==> src/rtl/fscmos_tx_pkg.sv <==
// Shared definitions for the DVP transmit path: FSM state encoding and the
// sync polarities that the capture side also relies on.
package fscmos_tx_pkg;

    typedef enum logic [2:0] {
        ST_IDLE   = 3'd0,
        ST_VBLANK = 3'd1,
        ST_VLEAD  = 3'd2,
        ST_LINE   = 3'd3,
        ST_HGAP   = 3'd4
    } state_t;

    // vsync is high for a whole frame, href is high for the active pixels of a line
    localparam logic VSYNC_ACTIVE = 1'b1;
    localparam logic HREF_ACTIVE  = 1'b1;

endpackage

==> src/rtl/fscmos_tx_if.sv <==
// AXI4-Stream pixel bus feeding the DVP transmitter (tuser = start of frame,
// tlast = end of line).
//
// Handshake: a beat transfers on a rising clock edge where tvalid and tready
// are both high. While tvalid is high and tready is low the source holds
// tdata/tuser/tlast stable. tready may depend combinationally on tuser.
interface fscmos_tx_if #(parameter int C_DATA_WIDTH = 8);

    logic                    s_axis_tvalid;
    logic [C_DATA_WIDTH-1:0] s_axis_tdata;
    logic                    s_axis_tuser;
    logic                    s_axis_tlast;
    logic                    s_axis_tready;

    modport master (
        output s_axis_tvalid, s_axis_tdata, s_axis_tuser, s_axis_tlast,
        input  s_axis_tready
    );

    modport slave (
        input  s_axis_tvalid, s_axis_tdata, s_axis_tuser, s_axis_tlast,
        output s_axis_tready
    );

endinterface

==> src/rtl/fscmos_tx_timing.sv <==
// Free-running DVP frame timing: the FSM plus column/line counters. It never
// waits on the stream; it only reports which cycle is which slot.
module fscmos_tx_timing
    import fscmos_tx_pkg::*;
#(
    parameter int C_IMG_WBITS = 12,
    parameter int C_IMG_HBITS = 12
) (
    input  logic                   cmos_pclk,
    input  logic                   reset,
    input  logic                   enable,
    input  logic [C_IMG_WBITS-1:0] img_width,
    input  logic [C_IMG_HBITS-1:0] img_height,
    input  logic [C_IMG_WBITS-1:0] hblank,
    input  logic [C_IMG_HBITS-1:0] vblank,
    output state_t                 state,
    output logic                   frame_active,
    output logic                   line_slot,
    output logic                   line_start,
    output logic                   first_line,
    output logic                   col_last,
    output logic                   frame_end,
    output logic                   vblank_entry
);

    // h_cnt counts columns and blanking cycles; v_cnt counts lines and the
    // vblank cycles (the two never overlap in time).
    logic [C_IMG_WBITS-1:0] h_cnt, h_next;
    logic [C_IMG_HBITS-1:0] v_cnt, v_next;
    logic [C_IMG_WBITS-1:0] w_lat, hb_lat;
    logic [C_IMG_HBITS-1:0] h_lat, vb_lat;
    logic [C_IMG_WBITS-1:0] w_end, hb_end;
    logic [C_IMG_HBITS-1:0] h_end, vb_end;
    logic                   sizes_ok;
    logic                   latch_en;
    state_t                 state_next;

    // Terminal counts; a zero blanking value still gives one cycle.
    assign w_end    = w_lat - 1'b1;
    assign h_end    = h_lat - 1'b1;
    assign hb_end   = (hb_lat == '0) ? '0 : hb_lat - 1'b1;
    assign vb_end   = (vb_lat == '0) ? '0 : vb_lat - 1'b1;
    assign sizes_ok = (img_width != '0) && (img_height != '0);

    assign frame_active = (state == ST_VLEAD) || (state == ST_LINE) || (state == ST_HGAP);
    assign line_slot    = (state == ST_LINE);
    assign line_start   = line_slot && (h_cnt == '0);
    assign first_line   = (v_cnt == '0);
    assign col_last     = line_slot && (h_cnt == w_end);
    assign frame_end    = col_last && (v_cnt == h_end);

    // Next-state, counter and latch-enable decode.
    always_comb begin
        state_next   = state;
        h_next       = h_cnt;
        v_next       = v_cnt;
        latch_en     = 1'b0;
        vblank_entry = 1'b0;
        case (state)
            ST_IDLE: begin
                h_next = '0;
                v_next = '0;
                if (enable && sizes_ok) begin
                    state_next   = ST_VBLANK;
                    latch_en     = 1'b1;
                    vblank_entry = 1'b1;
                end
            end
            ST_VBLANK: begin
                if (v_cnt == vb_end) begin
                    latch_en   = 1'b1;
                    h_next     = '0;
                    v_next     = '0;
                    state_next = (enable && sizes_ok) ? ST_VLEAD : ST_IDLE;
                end else begin
                    v_next = v_cnt + 1'b1;
                end
            end
            ST_VLEAD, ST_HGAP: begin
                if (h_cnt == hb_end) begin
                    h_next     = '0;
                    state_next = ST_LINE;
                end else begin
                    h_next = h_cnt + 1'b1;
                end
            end
            ST_LINE: begin
                if (h_cnt == w_end) begin
                    h_next = '0;
                    if (v_cnt == h_end) begin
                        v_next       = '0;
                        state_next   = ST_VBLANK;
                        vblank_entry = 1'b1;
                    end else begin
                        v_next     = v_cnt + 1'b1;
                        state_next = ST_HGAP;
                    end
                end else begin
                    h_next = h_cnt + 1'b1;
                end
            end
            default: state_next = ST_IDLE;
        endcase
    end

    // State, counters and frame geometry registers.
    always_ff @(posedge cmos_pclk) begin
        if (reset) begin
            state  <= ST_IDLE;
            h_cnt  <= '0;
            v_cnt  <= '0;
            w_lat  <= '0;
            h_lat  <= '0;
            hb_lat <= '0;
            vb_lat <= '0;
        end else begin
            state <= state_next;
            h_cnt <= h_next;
            v_cnt <= v_next;
            if (latch_en) begin
                w_lat  <= img_width;
                h_lat  <= img_height;
                hb_lat <= hblank;
                vb_lat <= vblank;
            end
        end
    end

endmodule

==> src/rtl/fscmos_tx.sv <==
// DVP sensor emulator: drains an AXI4-Stream pixel source into registered
// cmos_vsync / cmos_href / cmos_data. Timing never stalls; missing pixels are
// sent as zero and flagged.
module fscmos_tx
    import fscmos_tx_pkg::*;
#(
    parameter int C_DATA_WIDTH = 8,
    parameter int C_IMG_WBITS  = 12,
    parameter int C_IMG_HBITS  = 12
) (
    input  logic                    cmos_pclk,
    input  logic                    reset,
    input  logic                    enable,
    input  logic [C_IMG_WBITS-1:0]  img_width,
    input  logic [C_IMG_HBITS-1:0]  img_height,
    input  logic [C_IMG_WBITS-1:0]  hblank,
    input  logic [C_IMG_HBITS-1:0]  vblank,
    fscmos_tx_if.slave              axis,
    output logic                    cmos_vsync,
    output logic                    cmos_href,
    output logic [C_DATA_WIDTH-1:0] cmos_data,
    output logic                    underflow,
    output logic                    eol_err,
    output logic                    frame_done,
    output state_t                  fsm_state
);

    logic   frame_active, line_slot, line_start, first_line;
    logic   col_last, frame_end, vblank_entry;
    logic   sof_slot;
    logic   need_sof;
    logic   tready;
    logic   pix_take;
    state_t state;

    fscmos_tx_timing #(
        .C_IMG_WBITS (C_IMG_WBITS),
        .C_IMG_HBITS (C_IMG_HBITS)
    ) u_timing (
        .cmos_pclk    (cmos_pclk),
        .reset        (reset),
        .enable       (enable),
        .img_width    (img_width),
        .img_height   (img_height),
        .hblank       (hblank),
        .vblank       (vblank),
        .state        (state),
        .frame_active (frame_active),
        .line_slot    (line_slot),
        .line_start   (line_start),
        .first_line   (first_line),
        .col_last     (col_last),
        .frame_end    (frame_end),
        .vblank_entry (vblank_entry)
    );

    assign fsm_state = state;
    assign sof_slot  = line_start && first_line;

    // Accept policy: while hunting for SOF, drop non-SOF beats and hold the SOF
    // beat until slot 0 of line 0; once synced, take exactly one beat per slot.
    always_comb begin
        tready = 1'b0;
        if (!reset) begin
            if (need_sof) begin
                tready = sof_slot ? 1'b1 : !axis.s_axis_tuser;
            end else begin
                tready = line_slot;
            end
        end
    end

    assign axis.s_axis_tready = tready;

    // A slot gets a real pixel only when synced, or when the SOF beat lands on slot 0.
    assign pix_take = line_slot && axis.s_axis_tvalid &&
                      (!need_sof || (sof_slot && axis.s_axis_tuser));

    // Output stage, SOF tracking and sticky error flags.
    always_ff @(posedge cmos_pclk) begin
        if (reset) begin
            cmos_vsync <= 1'b0;
            cmos_href  <= 1'b0;
            cmos_data  <= '0;
            frame_done <= 1'b0;
            underflow  <= 1'b0;
            eol_err    <= 1'b0;
            need_sof   <= 1'b1;
        end else begin
            cmos_vsync <= frame_active ? VSYNC_ACTIVE : !VSYNC_ACTIVE;
            cmos_href  <= line_slot ? HREF_ACTIVE : !HREF_ACTIVE;
            cmos_data  <= pix_take ? axis.s_axis_tdata : '0;
            frame_done <= frame_end;
            if (line_slot && !pix_take) begin
                underflow <= 1'b1;
            end
            if (pix_take && (axis.s_axis_tlast != col_last)) begin
                eol_err <= 1'b1;
            end
            if (vblank_entry) begin
                need_sof <= 1'b1;
            end else if (pix_take && need_sof) begin
                need_sof <= 1'b0;
            end
        end
    end

endmodule

==> src/flat_wrapper.sv <==
// flat-port wrapper written by rule: the top's interface ports become plain ports
module fscmos_tx_flat import fscmos_tx_pkg::*;
#(
    parameter int C_DATA_WIDTH = 8,
    parameter int C_IMG_WBITS  = 12,
    parameter int C_IMG_HBITS  = 12
)
  (cmos_pclk, reset, enable, img_width, img_height, hblank, vblank, cmos_vsync, cmos_href, cmos_data, underflow, eol_err, frame_done, fsm_state, axis_s_axis_tvalid, axis_s_axis_tdata, axis_s_axis_tuser, axis_s_axis_tlast, axis_s_axis_tready);
  fscmos_tx_if #(.C_DATA_WIDTH(C_DATA_WIDTH)) axis_i ();
  input  logic cmos_pclk;
  input  logic reset;
  input  logic enable;
  input  logic [C_IMG_WBITS-1:0] img_width;
  input  logic [C_IMG_HBITS-1:0] img_height;
  input  logic [C_IMG_WBITS-1:0] hblank;
  input  logic [C_IMG_HBITS-1:0] vblank;
  output logic cmos_vsync;
  output logic cmos_href;
  output logic [C_DATA_WIDTH-1:0] cmos_data;
  output logic underflow;
  output logic eol_err;
  output logic frame_done;
  output state_t fsm_state;
  input wire logic [$bits(axis_i.s_axis_tvalid)-1:0] axis_s_axis_tvalid;
  input wire logic [$bits(axis_i.s_axis_tdata)-1:0] axis_s_axis_tdata;
  input wire logic [$bits(axis_i.s_axis_tuser)-1:0] axis_s_axis_tuser;
  input wire logic [$bits(axis_i.s_axis_tlast)-1:0] axis_s_axis_tlast;
  output wire logic [$bits(axis_i.s_axis_tready)-1:0] axis_s_axis_tready;
  assign axis_i.s_axis_tvalid = axis_s_axis_tvalid;
  assign axis_i.s_axis_tdata = axis_s_axis_tdata;
  assign axis_i.s_axis_tuser = axis_s_axis_tuser;
  assign axis_i.s_axis_tlast = axis_s_axis_tlast;
  assign axis_s_axis_tready = axis_i.s_axis_tready;
  fscmos_tx #(.C_DATA_WIDTH(C_DATA_WIDTH), .C_IMG_WBITS(C_IMG_WBITS), .C_IMG_HBITS(C_IMG_HBITS)) u_core (.cmos_pclk(cmos_pclk), .reset(reset), .enable(enable), .img_width(img_width), .img_height(img_height), .hblank(hblank), .vblank(vblank), .axis(axis_i), .cmos_vsync(cmos_vsync), .cmos_href(cmos_href), .cmos_data(cmos_data), .underflow(underflow), .eol_err(eol_err), .frame_done(frame_done), .fsm_state(fsm_state));
endmodule
==> config.mk <==
export PLATFORM = sky130hd
export DESIGN_NAME = fscmos_tx_flat
export DESIGN_NICKNAME = d
export VERILOG_FILES = /design/src/rtl/fscmos_tx_pkg.sv /design/src/rtl/fscmos_tx_if.sv /design/src/rtl/fscmos_tx_timing.sv /design/src/rtl/fscmos_tx.sv /design/src/flat_wrapper.sv
export SDC_FILE = /design/constraint.sdc
export NUM_CORES = 1
export LEC_CHECK = 0
export CAP_MARGIN = 5
export CELL_PAD_IN_SITES_DETAIL_PLACEMENT = 2
export CELL_PAD_IN_SITES_GLOBAL_PLACEMENT = 2
export CORE_MARGIN = 2
export CORE_UTILIZATION = 36
export CTS_CLUSTER_DIAMETER = 150
export DETAILED_ROUTE_END_ITERATION = 8
export PLACE_DENSITY_LB_ADDON = 0.1
export SLEW_MARGIN = 20
export SYNTH_ARGS = -nofsm -noshare
export SYNTH_HDL_FRONTEND = slang
export SYNTH_HIERARCHICAL = 1
export SYNTH_SLANG_ARGS = --single-unit
==> constraint.sdc <==
create_clock -name cmos_pclk -period 5 [get_ports cmos_pclk]
set_input_delay 1 -clock cmos_pclk [delete_from_list [all_inputs] [get_ports cmos_pclk]]
set_output_delay 1 -clock cmos_pclk [all_outputs]
set_load 0.01 [all_outputs]
==> impl_metrics.yaml <==
yosys:
  syn_nets: 802
  syn_inst: 732
  ys_ff_latch: 89
  yosys_warnings: 6
  synth_edf_count: 0
  async_flop_share: 0
  synth_top_area_cell: "dfxtp_1"
  syn_area_per_cell_um2: 8.12
  yosysUniqueCellTypes: 79
  synth_ff_type: "dfxtp_1"
  synth_top_area_frac: 0.300
  netlist_area_um2: 5950
  synth_seq_area_share: 0.300
  synth_area_leaders: "dfxtp_1, mux2i_1, nor2_1"
min_path:
  hold-path-endpoint: "u_core/eol_err"
  min_from: "u_core/eol_err"
  min_path_type: "reg2reg"
  min_path_cells: 2
clock_tree:
  cts_tree: "built"
  cts_sinks: 89
  clk_pin_slew_worst_paths_ns: 0.07
  cts_buffer_depth: 2
  ctsHoldBuffers: 0
  cts_setup_buffers: 0
  cts_root_buf: "clkbuf_16"
  clock_latency_ns: 0.36
  ctsResizeCount: 0
  cts_max_level: 3
  numCtsBuffers: 9
timing:
  clock.fmax_mhz: 230
  skew_ns: 0.00705
  fin_setup_tns_ns: 0
  worstMarginPinSlew_ns: 1.03
  finalCriticalPeriod_ns: 4.35
  period_share: 0.870
  grt_setup_unrepaired: "no"
  slew_headroom: 0.306
  setup_violations: 0
  drv_slew: 0
  hold_violations: 0
floorplanning:
  rows: 46
  start_util: 0.372
  die_area_um2: 17600
  core_um2: 16000
  die_y_um: 133
  die_x_um: 133
  ioPinCount: 79
placement:
  gp_congestion: 0.866
  port_buffers: 78
  hpwl_um: 14600
route:
  ant_nets: 0
  vias: 5771
  routedWlPerCell_um: 19.8
  wirelength_um: 19600
  first_pass_iters: 4
  drt_iter0_drc: 248
  drc: 0
  vias_per_cell: 5.82
global_route:
  grt_pass1_wl_um: 32700
  grt_overflow: 0
  grt_usage: 0.228
  antenna_found_initial: 0
  grt_pass1_vias: 6071
  grt_max_degree: 68
power_and_ir_drop:
  power_w: 0.00322
  power.density_nw_per_um2: 451
  p_leak_nw: 2.65
  ir_worst_vdd_mv: 0.254
setup_path:
  cp_max_fo: 7
  cp-start-kind: "register"
  rr_endpoint: "u_core/u_timing/v_cnt[5]"
  r2r_slack_ns: 1.11
  r2r-start: "u_core/u_timing/h_lat[0]"
  crit_type: "reg2out"
  required_ns: 4.00
  critPathCaptureType: "output port"
  r2r_cells: 10
  critPathArrivalTime_ns: 3.35
final_layout:
  nNetsFinal: 840
  syn_to_final_growth_pct: 19.9
  fin_util: 0.446
  drive_above_1_share: 0.0735
  diodes: 0
flow_run:
  drv_cap: 0
outcome:
  outcome: "completed"
[layout make-up]
type / count / area, um^2
fill: 1827 / 8870
multi-input combinational: 562 / 3820
sequential: 89 / 1780
timing repair buffer: 82 / 806
tap: 216 / 270
clock buffer: 9 / 225
clock inverter: 7 / 124
inverter: 26 / 97.6
[metrics by stage]
| stage | setup WS [ns] | area (um^2) | instances | hold slack, ns |
|---|---|---|---|---|
| finish | 0.651 | 7130 | 991 | 0.465 |
| global route | 0.457 | 7130 | 991 | 0.503 |
| CTS | 0.613 | 7130 | 991 | 0.463 |
| detailed placement | 1.01 | 6780 | 975 | 0.442 |
| global placement | 1.16 | 6770 | 975 | 0.438 |
| floorplan | 1.78 | 5950 | 732 | 0.463 |
[registers in the layout, summed over array words and instances (netlist names)]
signal                  flops
u_core/u_timing/state       3
u_core/u_timing/w_lat      12
u_core/cmos_vsync           1
u_core/cmos_href            1
u_core/u_timing/vb_lat     12
u_core/eol_err              1
u_core/frame_done           1
u_core/need_sof             1
u_core/u_timing/hb_lat     12
u_core/u_timing/h_cnt      12
u_core/underflow            1
u_core/u_timing/v_cnt      12
u_core/cmos_data            8
u_core/u_timing/h_lat      12
[worst max-delay path: stages, from the launching register on]
cell and delay, ns:
dfxtp_1 0.38, inv_1 0.13, ha_1 0.15, or4b_2 0.58
nor4_1 0.73, nand2_1 0.10, a311oi_1 0.32, clkdlybuf4s50_1 0.60
[cells in the final DEF (no fill, tap or decap), types with 16 or more instances in the layout]
cell type / count
dfxtp_1: 89
clkdlybuf4s50_1: 77
nor2_1: 77
mux2i_1: 54
nand2_1: 48
nand3_1: 29
inv_1: 26
nor3_1: 22
xnor2_1: 22
o21ai_0: 21
xor2_1: 17
nor4_1: 16
[where the power goes]
part | switching, W | leakage (nW) | internal (W) | total (W)
Combinational | 0.000784 | 1.75 | 0.000628 | 0.00141
Clock | 0.000318 | 0.167 | 0.000493 | 0.000811
Sequential | 0.000188 | 0.725 | 0.000804 | 0.000992
[how the worst max path moves through the flow]
stage	depth (start not counted)	endpoint	slack, ns	startpoint
2_1_floorplan	13	u_core/u_timing/hb_lat[10]	1.78	u_core/u_timing/vb_lat[0]
3_3_place_gp	7	axis_s_axis_tready	1.16	u_core/u_timing/v_cnt[0]
3_5_place_dp	7	axis_s_axis_tready	1.01	u_core/u_timing/v_cnt[0]
4_1_cts	7	axis_s_axis_tready	0.61	u_core/u_timing/v_cnt[0]
5_1_grt	7	axis_s_axis_tready	0.46	u_core/u_timing/v_cnt[0]
6_report	7	axis_s_axis_tready	0.65	u_core/u_timing/v_cnt[0]
[logic make-up (layout without fill, tap and decap cells)]
logic type | count (synthesis) | after routing | synth area share
simple gates | 318 | 318 | 0.293
compound gates | 140 | 140 | 0.177
flops | 89 | 89 | 0.300
buf+inv | 81 | 124 | 0.0583
mux | 56 | 56 | 0.0947
xor+xnor | 40 | 40 | 0.0612
fa+ha+maj | 8 | 8 | 0.0168
[cell usage after synthesis (3+ instances only)]
cell      count
a21oi_1      13
buf_2         4
nor4_1       16
clkbuf_1     43
ha_1          8
and4_1        7
o21a_1        4
o22ai_1       3
a221o_1       4
o211ai_1      6
a211oi_1      7
or3_1        13
a311oi_1      4
or2_2        13
or4_1        10
a21boi_0      5
dfxtp_1      89
o31a_1       10
and3_1        6
a22o_1        4
mux2i_1      54
o31ai_1      12
nor2b_1      14
nor2_1       77
nand3b_1      3
a221oi_1      4
xor2_1       17
buf_1         3
o41ai_1       5
nand2_1      48
nor4b_1       4
inv_1        26
and2_1       12
nand2b_1     11
nor3b_1       5
o21ai_0      21
a31oi_1       9
nand3_1      29
nand4_1      11
xnor2_1      22
a21o_1        6
nor3_1       22
[routing by layer]
layer | vias to the layer above | wire (um) | track usage
met1 | 2887 | 9100 | 0.290
met4 | 0 | 230 | 0.0508
met3 | 18 | 660 | 0.0402
li1 | 2742 | - | -
met5 | - | 0 | 0
met2 | 124 | 9630 | 0.403
No activity file was read; power rests on OpenSTA's default activity.
